`config.mk`:
```
export PLATFORM = sky130hd
export DESIGN_NAME = mlp_feature_driver
export DESIGN_NICKNAME = d
export VERILOG_FILES = /design/src/rtl/mlp_feature_driver.sv
export SDC_FILE = /design/constraint.sdc
export NUM_CORES = 1
export LEC_CHECK = 0
export ABC_AREA = 1
export CAP_MARGIN = 15
export CORE_ASPECT_RATIO = 0.6
export CORE_UTILIZATION = 52
export CTS_CLUSTER_SIZE = 14
export DETAILED_ROUTE_END_ITERATION = 10
export PLACE_DENSITY = 0.95
export SLEW_MARGIN = 10
export SYNTH_ARGS = -nofsm -noshare
export SYNTH_HDL_FRONTEND = slang
export SYNTH_SLANG_ARGS = --single-unit
```
`constraint.sdc`:
```
create_clock -name clk -period 3.1 [get_ports clk]
set_clock_uncertainty 0.05 [all_clocks]
set_input_delay 0.31 -clock clk [delete_from_list [all_inputs] [get_ports clk]]
set_output_delay 0.31 -clock clk [all_outputs]
set_load 0.01 [all_outputs]
```
`src/rtl/mlp_feature_driver.sv`:
```
// Sequencer around a combinational MLP classifier: collects one feature per beat,
// holds the packed vector for a settle window, then returns the captured result.
module mlp_feature_driver #(
  parameter int unsigned N_FEAT     = 16,
  parameter int unsigned FEAT_W     = 4,
  parameter int unsigned OUT_W      = 20,
  parameter int unsigned SETTLE_CYC = 1
) (
  input  logic                     clk,
  input  logic                     rst_n,
  input  logic                     s_feat_valid,
  output logic                     s_feat_ready,
  input  logic [FEAT_W-1:0]        s_feat_data,
  input  logic                     s_feat_last,
  output logic [N_FEAT*FEAT_W-1:0] clf_inp,
  input  logic [OUT_W-1:0]         clf_out,
  output logic                     m_res_valid,
  input  logic                     m_res_ready,
  output logic [OUT_W-1:0]         m_res_data,
  output logic                     m_res_err,
  output logic                     busy
);

  localparam int unsigned IDX_W = (N_FEAT > 1) ? $clog2(N_FEAT) : 1;
  localparam int unsigned CNT_W = (SETTLE_CYC > 1) ? $clog2(SETTLE_CYC) : 1;
  localparam int unsigned INP_W = N_FEAT * FEAT_W;

  typedef enum logic [1:0] {
    ST_COLLECT = 2'd0,
    ST_SETTLE  = 2'd1,
    ST_RESULT  = 2'd2
  } state_e;

  state_e             r_state;
  state_e             w_state_nxt;
  logic [IDX_W-1:0]   r_idx;
  logic [IDX_W-1:0]   w_idx_nxt;
  logic [CNT_W-1:0]   r_cnt;
  logic [CNT_W-1:0]   w_cnt_nxt;
  logic               r_err_acc;
  logic               w_err_nxt;
  logic [INP_W-1:0]   r_clf_inp;
  logic               r_res_valid;
  logic [OUT_W-1:0]   r_res_data;
  logic               r_res_err;
  logic               r_feat_ready;
  logic               r_busy;
  logic               w_accept;
  logic               w_last_slot;
  logic               w_capture;
  logic               w_release;

  // State register
  always_ff @(posedge clk or negedge rst_n) begin
    if (!rst_n) begin
      r_state <= ST_COLLECT;
    end else begin
      r_state <= w_state_nxt;
    end
  end

  // Next-state and datapath control
  always_comb begin
    w_state_nxt = r_state;
    w_idx_nxt   = r_idx;
    w_cnt_nxt   = r_cnt;
    w_err_nxt   = r_err_acc;
    w_accept    = 1'b0;
    w_last_slot = (r_idx == IDX_W'(N_FEAT - 1));
    w_capture   = 1'b0;
    w_release   = 1'b0;
    case (r_state)
      ST_COLLECT: begin
        w_accept = s_feat_valid;
        if (s_feat_valid) begin
          w_idx_nxt = r_idx + 1'b1;
          // Frame closes on the last slot or on an explicit last marker, whichever first
          if (w_last_slot || s_feat_last) begin
            w_idx_nxt   = '0;
            w_cnt_nxt   = CNT_W'(SETTLE_CYC - 1);
            w_state_nxt = ST_SETTLE;
            if (!(w_last_slot && s_feat_last)) begin
              w_err_nxt = 1'b1;
            end
          end
        end
      end
      ST_SETTLE: begin
        if (r_cnt == '0) begin
          w_capture   = 1'b1;
          w_state_nxt = ST_RESULT;
        end else begin
          w_cnt_nxt = r_cnt - 1'b1;
        end
      end
      ST_RESULT: begin
        if (m_res_ready) begin
          w_release   = 1'b1;
          w_err_nxt   = 1'b0;
          w_state_nxt = ST_COLLECT;
        end
      end
      default: begin
        w_state_nxt = ST_COLLECT;
      end
    endcase
  end

  // Frame counters and error accumulator
  always_ff @(posedge clk or negedge rst_n) begin
    if (!rst_n) begin
      r_idx     <= '0;
      r_cnt     <= '0;
      r_err_acc <= 1'b0;
    end else begin
      r_idx     <= w_idx_nxt;
      r_cnt     <= w_cnt_nxt;
      r_err_acc <= w_err_nxt;
    end
  end

  // Classifier input vector: one slot written per accepted beat, cleared on result handoff
  always_ff @(posedge clk or negedge rst_n) begin
    if (!rst_n) begin
      r_clf_inp <= '0;
    end else if (w_release) begin
      r_clf_inp <= '0;
    end else begin
      for (int i = 0; i < int'(N_FEAT); i++) begin
        if (w_accept && (r_idx == IDX_W'(i))) begin
          r_clf_inp[i*FEAT_W +: FEAT_W] <= s_feat_data;
        end
      end
    end
  end

  // Result holding register
  always_ff @(posedge clk or negedge rst_n) begin
    if (!rst_n) begin
      r_res_valid <= 1'b0;
      r_res_data  <= '0;
      r_res_err   <= 1'b0;
    end else if (w_capture) begin
      r_res_valid <= 1'b1;
      r_res_data  <= clf_out;
      r_res_err   <= r_err_acc;
    end else if (w_release) begin
      r_res_valid <= 1'b0;
    end
  end

  // Handshake status registered from the next state so it lines up with the FSM
  always_ff @(posedge clk or negedge rst_n) begin
    if (!rst_n) begin
      r_feat_ready <= 1'b1;
      r_busy       <= 1'b0;
    end else begin
      r_feat_ready <= (w_state_nxt == ST_COLLECT);
      r_busy       <= (w_state_nxt != ST_COLLECT);
    end
  end

  assign s_feat_ready = r_feat_ready;
  assign clf_inp      = r_clf_inp;
  assign m_res_valid  = r_res_valid;
  assign m_res_data   = r_res_data;
  assign m_res_err    = r_res_err;
  assign busy         = r_busy;

endmodule
```
==> results.py <==
metrics = {
    "outcome": {
        "status": "finished, final reports clean",
    },
    "global_route": {
        "grt_pass1_wl_um": 16500,
        "overflow": 0,
        "grt_pass1_vias": 3325,
        "grtUsageTotal": 0.256,
        "antenna_found_initial": 0,
        "grt_max_degree": 68,
    },
    "critical_path": {
        "worstPathRequired_ps": 3330,
        "cp-end-kind": "flip-flop",
        "crit_slowest_cell": "dfrtp_1",
        "crit_arrival_ps": 2080,
        "startpoint_type": "flip-flop",
        "critPathMaxFanout": 13,
        "max_stage_delay_ps": 440,
        "ff2ff_path_depth": 8,
        "crit_path_cell_trace": "inv_2 > nand2_2 > nor2_4 > buf_4 > nand3_4 > inv_2 > nand2_1 > nand2_1",
        "worst-setup-path-type": "reg -> reg",
    },
    "sta": {
        "max_freq_ghz": 0.541,
        "setup_ws_ps": 1250,
        "maxSlewHeadroom": 0.436,
        "slew_violations": 0,
        "fin_tns_setup_ps": 0,
        "fin_crit_ps": 1850,
        "finalHoldViolCount": 0,
        "rsz0062_at_grt": "false",
        "finalSetupViolCount": 0,
        "period_share": 0.597,
        "worstMarginPinSlew_ps": 847,
    },
    "yosys": {
        "synth_cell_types": 26,
        "synthMuxAreaShare": 0.0540,
        "synthesis.area_sq_um": 4170,
        "ys_ff_latch": 95,
        "synth_cells": 418,
        "synth_compound_area_frac": 0.00720,
        "synth_fa_ha_area_frac": 0.0120,
        "ys_warn_count": 0,
        "synth_xor_area_frac": 0.00210,
        "syn_area_per_cell_sq_um": 9.98,
        "synth-simple-area-share": 0.290,
        "synth_fp_nets": 451,
        "synth_top_family_by_area": "simple AND/OR/NAND/NOR gates",
        "yosysSeqAreaShare": 0.570,
    },
    "pwr": {
        "ir_drop_mv": 0.587,
        "power_mw": 4.24,
        "p_leak_nw": 2.78,
        "powerDensity_nw_per_um2": 746,
    },
    "drt": {
        "via_per_inst": 5.26,
        "drc": 0,
        "drt_iter0_drc": 254,
        "wl_per_cell_um": 15.8,
        "drtPass1Iterations": 5,
        "drtAntennaViolNets": 0,
        "routed_wl_um": 10200,
        "via_count": 3380,
    },
    "layout": {
        "drive_above_1_share": 0.169,
        "diodes": 0,
        "stdcell_area_sq_um": 5680,
        "stdcell_count": 643,
        "fin_nets": 567,
        "layout_commonest_cell": "nand2_1",
        "final_cell_mix": "144 x nand2_1, 115 x clkdlybuf4s50_1, 94 x dfrtp_1, 69 x nand3_1, 20 x mux2_2",
        "synthToLayoutAreaGrowth_pct": 36.2,
    },
    "clocking": {
        "cts-root-buf": "clkbuf_16",
        "clock_sinks": 95,
        "cts_made_buffers": 9,
        "clk_latency_ps": 350,
        "clk_path_buf_depth": 2,
        "cts_hold_buf": 0,
        "htreeDepth": 3,
        "clk_pin_slew_ps": 70,
        "cts_resized": 0,
        "post_cts_buffers": 0,
        "cts_tree": "done",
    },
    "die": {
        "fp.dieW_um": 118,
        "die-area_sq_um": 8400,
        "fp.dieH_um": 71.4,
        "rows": 24,
        "num_io_pins": 117,
        "initial_utilization": 0.556,
        "core_area_sq_um": 7510,
    },
    "job": {
        "max_cap_viol_count": 0,
    },
    "worst_hold_path": {
        "hold_path.class": "in -> async",
    },
    "placed_design": {
        "gp_congestion": 0.804,
        "preCtsSetupSlack_ps": 992,
        "dp_cells": 627,
        "hpwl_um": 7120,
        "place_area_sq_um": 5370,
        "portBuffers": 116,
    },
}
## final timing paths
check | startpoint | slack [ps] | to
worst max-delay path | r_state[0] | 1250 | clf_inp[29]
worst max register to register | r_state[0] | 1250 | clf_inp[29]
worst min-delay path | rst_n | 20 | m_res_data[15]
min in group clk | m_res_valid | 430 | m_res_valid
worst min register to register | m_res_valid | 430 | m_res_valid
max in group asynchronous | rst_n | 2200 | clf_inp[50]
## synthesized netlist by cell type (all sizes together)
master  number  area share
buf         16       0.031
ha           4       0.012
nand2      150        0.14
nor3         1      0.0012
dfrtp       94        0.56
nand4        1      0.0015
dfstp        1      0.0063
xor2         1      0.0021
nand3       82        0.13
o21ai        5      0.0060
a21oi        1      0.0012
inv         21       0.019
mux2        20       0.054
clkinv      14       0.016
nor2         7       0.015
## critical path, delay by kind of cell (launching register included)
family        cells  cell delay [ps]
simple gates      5              750
flops             1              440
buf+inv           3              540
## sequential cells by signal (all words and copies together), names as in the netlist
| register | count |
|---|---|
| m_res_data | 20 |
| r_state | 2 |
| busy | 1 |
| clf_inp | 64 |
| s_feat_ready | 1 |
| r_idx | 4 |
| r_err_acc | 1 |
| m_res_err | 1 |
| m_res_valid | 1 |
## per-layer routing
metal,wire length [um],share of wire,vias to the layer above,global-route usage
met5,0,0,-,0
met4,122,0.012,0,0.0855
met3,900,0.088,15,0.0812
met2,4660,0.46,179,0.410
met1,4490,0.44,1605,0.335
li1,-,-,1581,-
## power by group
part	total (mW)	internal, mW	switching [mW]
combinational	1.35	0.714	0.634
clock	1.14	0.689	0.456
sequential	1.75	1.54	0.203
total	4.24	2.95	1.29
## cells by family after synthesis
family	Yosys count
flip-flops	95
adder cells (fa/ha/maj)	4
AND/OR/NAND/NOR	241
AO/OA/AOI/OAI	6
multiplexers	20
buffers and inverters	51
XOR/XNOR	1
## area by class of cell
class	instances	area [sq um]
clock buffers	13	270
clock inverters	3	40.0
fillers	492	1830
inverters	35	144
multi-input cells	272	1520
flip-flops and latches	95	2380
well taps	104	130
repair buffers	121	1200
## metrics by stage
step | hold WS (ps) | utilization
2_1_floorplan | -35.6 | -
3_3_place_gp | 405 | 0.716
3_5_place_dp | 409 | 0.716
4_1_cts | 49.6 | 0.757
5_1_grt | 86.8 | 0.757
6_report | 16.7 | 0.757
(Power assumes the default switching activity.)
